===== src/rtl/tpu_ctrl_pkg.sv =====
// Shared definitions for the multiply-controller family: controller state
// encoding, default array geometry and the lane-slice helper.
package tpu_ctrl_pkg;

  localparam int TPU_WIDTH_HEIGHT = 16;
  localparam int TPU_DATA_WIDTH   = 8;

  typedef enum logic [1:0] {
    ST_IDLE  = 2'd0,
    ST_READ  = 2'd1,
    ST_DRAIN = 2'd2,
    ST_DONE  = 2'd3
  } ctrl_state_e;

  // Low bit index of lane `lane` inside a packed lane vector.
  function automatic int lane_lo(input int lane, input int data_w);
    return lane * data_w;
  endfunction

endpackage


===== src/rtl/input_skew_shift.sv =====
// Per-lane delay line for the west edge of the systolic array: lane k is
// delayed k cycles, with its valid bit travelling alongside the data.
module input_skew_shift
  import tpu_ctrl_pkg::*;
#(
  parameter int WIDTH_HEIGHT = TPU_WIDTH_HEIGHT,
  parameter int DATA_W       = TPU_DATA_WIDTH
) (
  input  logic                             clk,
  input  logic                             reset,
  input  logic                             flush,
  input  logic [WIDTH_HEIGHT*DATA_W-1:0]   in_data,
  input  logic [WIDTH_HEIGHT-1:0]          in_vld,
  output logic [WIDTH_HEIGHT*DATA_W-1:0]   out_data,
  output logic [WIDTH_HEIGHT-1:0]          out_vld
);

  for (genvar k = 0; k < WIDTH_HEIGHT; k++) begin : g_lane
    if (k == 0) begin : g_pass
      assign out_data[DATA_W-1:0] = in_data[DATA_W-1:0];
      assign out_vld[0]           = in_vld[0];
    end else begin : g_dly
      logic [DATA_W-1:0] dat_p [k];
      logic              vld_p [k];

      always_ff @(posedge clk or negedge reset) begin
        if (!reset) begin
          for (int s = 0; s < k; s++) begin
            dat_p[s] <= '0;
            vld_p[s] <= 1'b0;
          end
        end else if (flush) begin
          for (int s = 0; s < k; s++) begin
            dat_p[s] <= '0;
            vld_p[s] <= 1'b0;
          end
        end else begin
          dat_p[0] <= in_data[lane_lo(k, DATA_W) +: DATA_W];
          vld_p[0] <= in_vld[k];
          for (int s = 1; s < k; s++) begin
            dat_p[s] <= dat_p[s-1];
            vld_p[s] <= vld_p[s-1];
          end
        end
      end

      assign out_data[lane_lo(k, DATA_W) +: DATA_W] = dat_p[k-1];
      assign out_vld[k]                             = vld_p[k-1];
    end
  end

endmodule


===== src/rtl/input_mem_stream_ctrl.sv =====
// Responder for the input-memory handshake: reads N rows starting at base_addr
// and feeds them, diagonally skewed and lane-masked, into the array's west edge.
module input_mem_stream_ctrl
  import tpu_ctrl_pkg::*;
#(
  parameter int WIDTH_HEIGHT = TPU_WIDTH_HEIGHT,
  parameter int DATA_W       = TPU_DATA_WIDTH,
  parameter int ADDR_WIDTH   = WIDTH_HEIGHT * 8
) (
  input  logic                               clk,
  input  logic                               reset,
  input  logic                               input_mem_enable,
  input  logic [ADDR_WIDTH-1:0]              base_addr,
  input  logic [$clog2(WIDTH_HEIGHT)-1:0]    input_matrix_col_num,
  input  logic [$clog2(WIDTH_HEIGHT)-1:0]    intermed_dim,
  output logic                               mem_rd_en,
  output logic [ADDR_WIDTH-1:0]              mem_addr,
  input  logic [WIDTH_HEIGHT*DATA_W-1:0]     mem_rd_data,
  output logic [WIDTH_HEIGHT*DATA_W-1:0]     array_data,
  output logic [WIDTH_HEIGHT-1:0]            array_lane_valid,
  output logic                               input_mem_done
);

  localparam int            CW        = $clog2(WIDTH_HEIGHT);
  localparam logic [CW-1:0] LAST_LANE = CW'(WIDTH_HEIGHT - 1);

  ctrl_state_e              state_q, state_d;
  logic                     armed_q, armed_d;
  logic [CW-1:0]            n_m1_q, n_m1_d;
  logic [CW-1:0]            dim_q, dim_d;
  logic [CW-1:0]            row_q, row_d;
  logic [CW-1:0]            drain_q, drain_d;
  logic                     rd_en_d;
  logic [ADDR_WIDTH-1:0]    addr_d;
  logic                     done_d;
  logic                     flush;
  logic                     vld_p0;
  logic [WIDTH_HEIGHT-1:0]  lane_mask;
  logic [WIDTH_HEIGHT-1:0]  lane_vld_in;
  logic [WIDTH_HEIGHT*DATA_W-1:0] lane_data_in;

  always_ff @(posedge clk or negedge reset) begin
    if (!reset) begin
      state_q        <= ST_IDLE;
      armed_q        <= 1'b1;
      n_m1_q         <= '0;
      dim_q          <= '0;
      row_q          <= '0;
      drain_q        <= '0;
      mem_rd_en      <= 1'b0;
      mem_addr       <= '0;
      input_mem_done <= 1'b0;
      vld_p0         <= 1'b0;
    end else begin
      state_q        <= state_d;
      armed_q        <= armed_d;
      n_m1_q         <= n_m1_d;
      dim_q          <= dim_d;
      row_q          <= row_d;
      drain_q        <= drain_d;
      mem_rd_en      <= rd_en_d;
      mem_addr       <= addr_d;
      input_mem_done <= done_d;
      vld_p0         <= flush ? 1'b0 : mem_rd_en;
    end
  end

  always_comb begin
    state_d = state_q;
    armed_d = armed_q;
    n_m1_d  = n_m1_q;
    dim_d   = dim_q;
    row_d   = row_q;
    drain_d = drain_q;
    rd_en_d = mem_rd_en;
    addr_d  = mem_addr;
    done_d  = 1'b0;
    flush   = 1'b0;

    case (state_q)
      ST_IDLE: begin
        if (input_mem_enable && armed_q) begin
          state_d = ST_READ;
          rd_en_d = 1'b1;
          addr_d  = base_addr;
          n_m1_d  = input_matrix_col_num;
          dim_d   = intermed_dim;
          row_d   = '0;
        end
      end
      ST_READ: begin
        if (!input_mem_enable) begin
          state_d = ST_IDLE;
          rd_en_d = 1'b0;
          flush   = 1'b1;
        end else if (row_q == n_m1_q) begin
          state_d = ST_DRAIN;
          rd_en_d = 1'b0;
          drain_d = '0;
        end else begin
          row_d  = row_q + CW'(1);
          addr_d = mem_addr + ADDR_WIDTH'(1);
        end
      end
      ST_DRAIN: begin
        // Leaves once the highest lane has shown its last word.
        if (!input_mem_enable) begin
          state_d = ST_IDLE;
          flush   = 1'b1;
        end else if (drain_q == LAST_LANE) begin
          state_d = ST_DONE;
          done_d  = 1'b1;
          armed_d = 1'b0;
        end else begin
          drain_d = drain_q + CW'(1);
        end
      end
      ST_DONE: begin
        state_d = ST_IDLE;
      end
      default: begin
        state_d = ST_IDLE;
      end
    endcase

    if (!input_mem_enable) armed_d = 1'b1;
  end

  always_comb begin
    lane_mask = '0;
    for (int k = 0; k < WIDTH_HEIGHT; k++) lane_mask[k] = (k <= int'(dim_q));
  end

  assign lane_vld_in = lane_mask & {WIDTH_HEIGHT{vld_p0}};

  // Stage p0: memory return, masked per lane before entering the skew line.
  always_comb begin
    lane_data_in = '0;
    for (int k = 0; k < WIDTH_HEIGHT; k++) begin
      if (lane_vld_in[k])
        lane_data_in[lane_lo(k, DATA_W) +: DATA_W] = mem_rd_data[lane_lo(k, DATA_W) +: DATA_W];
    end
  end

  input_skew_shift #(
    .WIDTH_HEIGHT (WIDTH_HEIGHT),
    .DATA_W       (DATA_W)
  ) u_skew (
    .clk      (clk),
    .reset    (reset),
    .flush    (flush),
    .in_data  (lane_data_in),
    .in_vld   (lane_vld_in),
    .out_data (array_data),
    .out_vld  (array_lane_valid)
  );

endmodule


===== config.mk =====
export PLATFORM = sky130hd
export DESIGN_NAME = input_mem_stream_ctrl
export DESIGN_NICKNAME = d
export VERILOG_FILES = /design/src/rtl/tpu_ctrl_pkg.sv /design/src/rtl/input_skew_shift.sv /design/src/rtl/input_mem_stream_ctrl.sv
export SDC_FILE = /design/constraint.sdc
export NUM_CORES = 2
export LEC_CHECK = 0
export CAP_MARGIN = 10
export CORE_MARGIN = 4
export CORE_UTILIZATION = 50
export CTS_CLUSTER_DIAMETER = 50
export DETAILED_ROUTE_END_ITERATION = 6
export MAX_ROUTING_LAYER = met4
export PLACE_DENSITY = 0.77
export SLEW_MARGIN = 20
export SYNTH_ARGS = -nofsm -noshare
export SYNTH_HDL_FRONTEND = slang
export SYNTH_SLANG_ARGS = --single-unit

===== constraint.sdc =====
create_clock -name clk -period 2.98 [get_ports clk]
set_clock_uncertainty 0.2 [all_clocks]
set_input_delay 0.298 -clock clk [delete_from_list [all_inputs] [get_ports clk]]
set_output_delay 0.298 -clock clk [all_outputs]
set_load 0.005 [all_outputs]

Yosys cells after proc, flatten, opt, wreduce, memory -nomap -nowiden
Index checks and enable logic that the tools add are counted.
{"block": "word_totals", "ff_bits": 1230, "in_bits": 267, "output_inout_bits": 274, "word_cells": 373}
{"block": "classes", "add_sub_neg": 3, "magnitude_cmp": 15, "n_eq_ne": 15, "n_mux": 78, "bitwise_logic": 1, "reduce_logical": 11}
{"op": "2-to-1 mux 128 bit", "count": 3}
{"op": "one-hot mux 128 bit (2 select lines)", "count": 1}
{"op": "2-to-1 mux 8 bit", "count": 18}
{"op": "adder 128 x 1 -> 128 bit (second input constant)", "count": 1}
{"op": "2-to-1 mux 120 bit", "count": 1}
{"op": "2-to-1 mux 112 bit", "count": 1}
{"op": "2-to-1 mux 104 bit", "count": 1}
{"op": "2-to-1 mux 96 bit", "count": 1}
{"op": "2-to-1 mux 88 bit", "count": 1}
{"op": "2-to-1 mux 80 bit", "count": 1}
{"op": "2-to-1 mux 72 bit", "count": 1}
{"op": "2-to-1 mux 64 bit", "count": 1}
{"op": "2-to-1 mux 56 bit", "count": 1}
{"op": "2-to-1 mux 48 bit", "count": 1}
{"op": "2-to-1 mux 40 bit", "count": 1}
{"op": "less-or-equal comparator 4 bit (first input constant)", "count": 8}
{"op": "2-to-1 mux 32 bit", "count": 1}
{"op": "2-to-1 mux 4 bit", "count": 8}
{"op": "2-to-1 mux 24 bit", "count": 1}
{"op": "bitwise AND 16 bit", "count": 1}
{"op": "less-or-equal comparator 3 x 4 -> 1 bit (first input constant)", "count": 4}
{"op": "2-to-1 mux 16 bit", "count": 1}
{"op": "one-hot mux 4 bit (2 select lines)", "count": 2}
{"op": "2-to-1 mux 15 bit", "count": 1}
{"op": "other kinds (32)", "count": 62}

Depth between registers and ports, before layout
{"block": "depth", "word_depth": 4, "mapped_depth": 12, "depth_no_buf": 8}

Hierarchy
From an unflattened synthesis, not the netlist that was laid out.
{"block": "unflattened", "cells_unflattened": 3867, "hier_area_um2": 47697.0}
{"mod": "input_skew_shift", "instances": 1, "cells_per_inst": 2416, "area_per_inst_um2": 36133.4, "seq_area_each_um2": 27025.9}
{"mod": "input_mem_stream_ctrl", "instances": 1, "cells_per_inst": 1451, "area_per_inst_um2": 11563.6, "seq_area_each_um2": 3754.9}

Least setup slack after synthesis
No wires, ideal clock.
{"block": "synth_path", "path_kind": "reg-to-reg", "startpoint": "reg mem_addr[0]", "endpoint": "reg mem_addr[102]", "setup_ns": 0.120, "arrival_ns": 2.296, "required_time_ns": 2.660, "slack_ns": 0.365, "path_stages_with_launch": 8, "path_buffers": 0, "synth_period_minus_slack_ns": 2.615, "path_cell_list": "dfrtp_1 > ha_1 > nand4_1 > nor2_1 > nand4_2 > or4_4 > or4_1 > a31o_1"}
{"block": "synth_between", "elab_chain_len": 4}
{"item": "start: declaration", "line": "input_mem_stream_ctrl.sv:17", "source": "output logic [ADDR_WIDTH-1:0] mem_addr,"}
{"item": "start signal: assignment", "line": "input_mem_stream_ctrl.sv:62", "source": "mem_addr <= addr_d;"}
{"item": "adder 128 x 1 -> 128 bit", "line": "input_mem_stream_ctrl.sv:102", "source": "addr_d = mem_addr + ADDR_WIDTH'(1);"}
{"item": "2-to-1 mux 128 bit", "line": "input_mem_stream_ctrl.sv:96", "source": "end else if (row_q == n_m1_q) begin"}
{"item": "2-to-1 mux 128 bit", "line": "input_mem_stream_ctrl.sv:92", "source": "if (!input_mem_enable) begin"}
{"item": "one-hot mux 128 bit (2 select lines)", "line": "input_mem_stream_ctrl.sv:80", "source": "case (state_q)"}
No other way between the ends. The select of a mux whose other input is x is not followed.
A chain may end at the register's enable or synchronous reset.

Worst setup path in the final report
{"block": "layout_path", "startpoint": "reg mem_addr[49]", "endpoint": "reg mem_addr[69]"}
Same word-level chain as after synthesis.

==> results.tsv <==
stage	metric	value	unit
hold_path	hold_class	primary input to flop	
pwr	netSwitchingPower	17.7	mW
route	final_antenna_net_count	0	
grt	grt_pass1_wl	209000	um
place	place_hpwl	95900	um
run	cap_violations	0	
grt	overflow	0	
route	drtIter0Drc	3313	
pwr	seqPwrFrac	0.384	
grt	grt_util_all_layers	0.296	
pwr	internal-power	34.7	mW
sta	max_freq	342	MHz
sta	fin_ws	0.0594	ns
worst_setup_path	crit_chain	nand4_1 -> nor4_4 -> buf_4 -> and3_1 -> nor4bb_1 -> buf_4 -> mux2i_1 -> o21ai_0	
worst_setup_path	crit_fanout	7	
logic_synthesis	synth_fp_nets	4068	
final_layout	area_delta_synth_final	31.4	%
worst_setup_path	start_kind	flop	
final_layout	fillCellCount	6554	
route	post_drt_via_cell_ratio	5.34	
logic_synthesis	synth_enable_flop_cells	0	
sta	period_needed	2.92	ns
sta	final_hold_viol_count	0	
grt	grt_max_degree	227	
sta	tightest_slew	1.03	ns
pwr	ir_drop	0.614	mV
final_layout	finalNetCount	4925	
route	drcViolationCount	0	
route	dr.pass1.iters	6	
logic_synthesis	syn_area_per_cell	12.1	um2
die	die_h	312	um
worst_setup_path	cp-end-kind	flop	
clock_network	cts.sinks	1230	
worst_setup_path	required	3.37	ns
sta	timing.final.crit_share	0.980	
die	core-area	91500	um2
route	wl	138000	um
worst_setup_path	critPathBufInv	2	
die	dieWidth	312	um
worst_setup_path	path_class	flop to flop	
pwr	p_clk_frac	0.317	
worst_setup_path	cp.depth	8	
worst_setup_path	cp_slowest_cell	dfrtp_1	
run_status	outcome	finished clean	
hold_path	worstHoldPathCells	3	
die	io_pins	541	
clock_network	cts_root_buf	clkbuf_16	
grt	antenna_found_initial	15	
logic_synthesis	synth.yosys.seq_area_share	0.668	
clock_network	clkLatencyLatePin	0.73	ns
logic_synthesis	synth_ff_type	dfrtp_1	
clock_network	clk_pin_slew	0.06	ns
worst_setup_path	rr_worst_depth	8	
logic_synthesis	synth_cells	3795	
sta	final.setup.tns	0	ns
pwr	p_leak	29.3	nW
worst_setup_path	critPathTopFamily	simple AND/OR/NAND/NOR gates	
pwr	p_comb_frac	0.299	
route	via_count	31800	
pwr	p_per_area	865	nW/um2
logic_synthesis	ys_types	74	
place	port_buffers	540	
clock_network	ctsHtreeMaxLevel	4	
clock_network	numCtsBuffers	132	
clock_network	cts_tree	built	
place	place_worst_setup_slack	-0.0273	ns
logic_synthesis	yosysWarnings	0	
pwr	switching_share	0.338	
die	fp-row-count	111	
worst_setup_path	critPathArrivalTime	3.31	ns
die	start_util	0.504	
sta	final-max-slew-violation-count	0	
sta	whs	0.0478	ns
place	gp_congestion	1.01	
logic_synthesis	async_flop_share	1.00	
worst_setup_path	slowest_delay	0.57	ns
logic_synthesis	netlist_area	46100	um2
worst_setup_path	crit_top_cell	buf_4	
logic_synthesis	yosys_register_bits	1230	
sta	setup_violations	0	
sta	slew_headroom	0.311	
grt	grt_pass1_vias	33100	
route	wl_per_cell	23.2	um
clock_network	cts_max_path_buffers	3	
final_layout	drive_gt1_frac	0.134	
die	dieArea	97100	um2
-- power groups by stage --
stage | clock network, mW | registers (mW) | logic [mW]
floorplan | 0 | 20.1 | 6.68
global placement | 0 | 20.2 | 15.1
detailed placement | 0 | 20.3 | 15.1
CTS | 16.9 | 20.0 | 15.4
global route | 17.7 | 20.3 | 16.6
finish | 16.6 | 20.1 | 15.7
-- through the flow --
stage	total power, mW	instance area, um2	std cells	utilization
after floorplan	26.8	46100	3795	-
after global placement	35.4	54300	5531	0.593
after detailed placement	35.4	54300	5531	0.593
after CTS	52.4	60500	5935	0.661
after global routing	54.7	60600	5954	0.662
final	52.4	60600	5956	0.662
-- state kept, by name (all words and copies together), names as in the netlist, 2 cells and up --
register and count:
state_q 2, mem_addr 128, row_q 4, drain_q 4, n_m1_q 4, u_skew.g_lane.g_dly.dat_p 848
u_skew.out_data 112, u_skew.out_vld 14, dim_q 4, u_skew.g_lane.g_dly.vld_p 106
-- timing repair --
action                                   CTS  global route
endpoints found under the hold margin   1142             1
hold buffers                             168             1
endpoints found under the setup margin     1            11
gates cloned                               0             0
resized for setup                          1             8
pin swaps                                  0             3
buffers inserted                           0             4
-- worst min-delay path, stage by stage --
cell,delay (ns)
clkdlybuf4s50_1,0.49
a22oi_1,0.09
o21ai_0,0.07
-- cell type report --
type | count | area [um2] | share of cell area
Tap cell | 1186 | 1480 | 0.0245
Clock inverter | 60 | 732 | 0.0121
Antenna cell | 16 | 40.0 | 0.000661
Multi-Input combinational cell | 2194 | 13500 | 0.223
Clock buffer | 176 | 3770 | 0.0623
Inverter | 28 | 105 | 0.00173
Sequential cell | 1230 | 30800 | 0.508
Timing Repair Buffer | 1066 | 10200 | 0.168
-- final timing paths --
| path | start | end | slack [ns] |
|---|---|---|---|
| setup / recovery | mem_addr[49] | mem_addr[69] | 0.06 |
| hold / removal | base_addr[54] | mem_addr[54] | 0.05 |
| setup reg to reg | mem_addr[49] | mem_addr[69] | 0.06 |
| hold reg to reg | u_skew.g_lane[12].g_dly.dat_p[60] | u_skew.g_lane[12].g_dly.dat_p[52] | 0.23 |
| max in group asynchronous | reset | u_skew.g_lane[8].g_dly.dat_p[9] | 0.95 |
| min in group asynchronous | reset | u_skew.out_data[45] | 0.51 |
-- routing by layer --
metal,global-route usage,routed length (um)
met1,0.369,55300
met2,0.459,65200
met3,0.0697,9970
met4,0.147,7890
met5,-,0
-- synth_stat cells, drive strengths merged, types with 14 or more instances --
| cell type | n | share of area |
|---|---|---|
| nor3 | 72 | 0.0084 |
| nand4 | 110 | 0.016 |
| dfrtp | 1229 | 0.67 |
| nor2 | 118 | 0.0096 |
| mux2i | 37 | 0.0080 |
| nand3 | 78 | 0.0088 |
| buf | 154 | 0.023 |
| and2 | 1077 | 0.15 |
| a31oi | 14 | 0.0019 |
| a22oi | 57 | 0.0093 |
| nor4 | 65 | 0.010 |
| and3 | 51 | 0.0069 |
| or4 | 16 | 0.0028 |
| o21ai | 92 | 0.010 |
| and4 | 27 | 0.0052 |
| nand2 | 171 | 0.014 |
| a21oi | 60 | 0.0065 |
| clkbuf | 189 | 0.015 |
| or3 | 20 | 0.0027 |
| inv | 28 | 0.0023 |
-- cells by family (layout without fill, tap and decap cells) --
| family | count (synthesis) | in the layout | share of synthesized area |
|---|---|---|---|
| compound gates | 315 | 315 | 0.0445 |
| simple gates | 1822 | 1822 | 0.234 |
| mux | 47 | 47 | 0.0105 |
| buf+inv | 371 | 1330 | 0.0412 |
| flops | 1230 | 1230 | 0.668 |
| fa+ha+maj | 6 | 6 | 0.00163 |
| xor+xnor | 4 | 4 | 0.000760 |
| other cells | 0 | 16 | 0 |
-- cells in the final DEF (no fill, tap or decap), types with 6 or more instances in the layout --
master,n
buf_12,33
a22oi_1,57
dlygate4sd3_1,169
a21o_1,10
dfrtp_1,1225
nor4_1,56
clkinv_2,23
mux2_2,10
clkbuf_1,18
inv_6,6
a221o_1,9
diode_2,16
o211ai_1,7
nand4_1,103
nor2_1,115
clkbuf_16,136
buf_4,325
o22ai_1,10
nand4_2,6
bufinv_16,11
inv_1,27
or4_1,13
a31oi_1,14
clkbuf_8,22
a21oi_1,59
o21a_1,6
and4_1,25
or3_1,20
a22o_1,6
nor3_1,67
nand2_1,169
and3_1,51
nand3_1,75
clkdlybuf4s50_1,539
mux2i_1,37
o21ai_0,91
clkinvlp_4,8
and2_1,1077
Power figures use the tool's default switching activity.
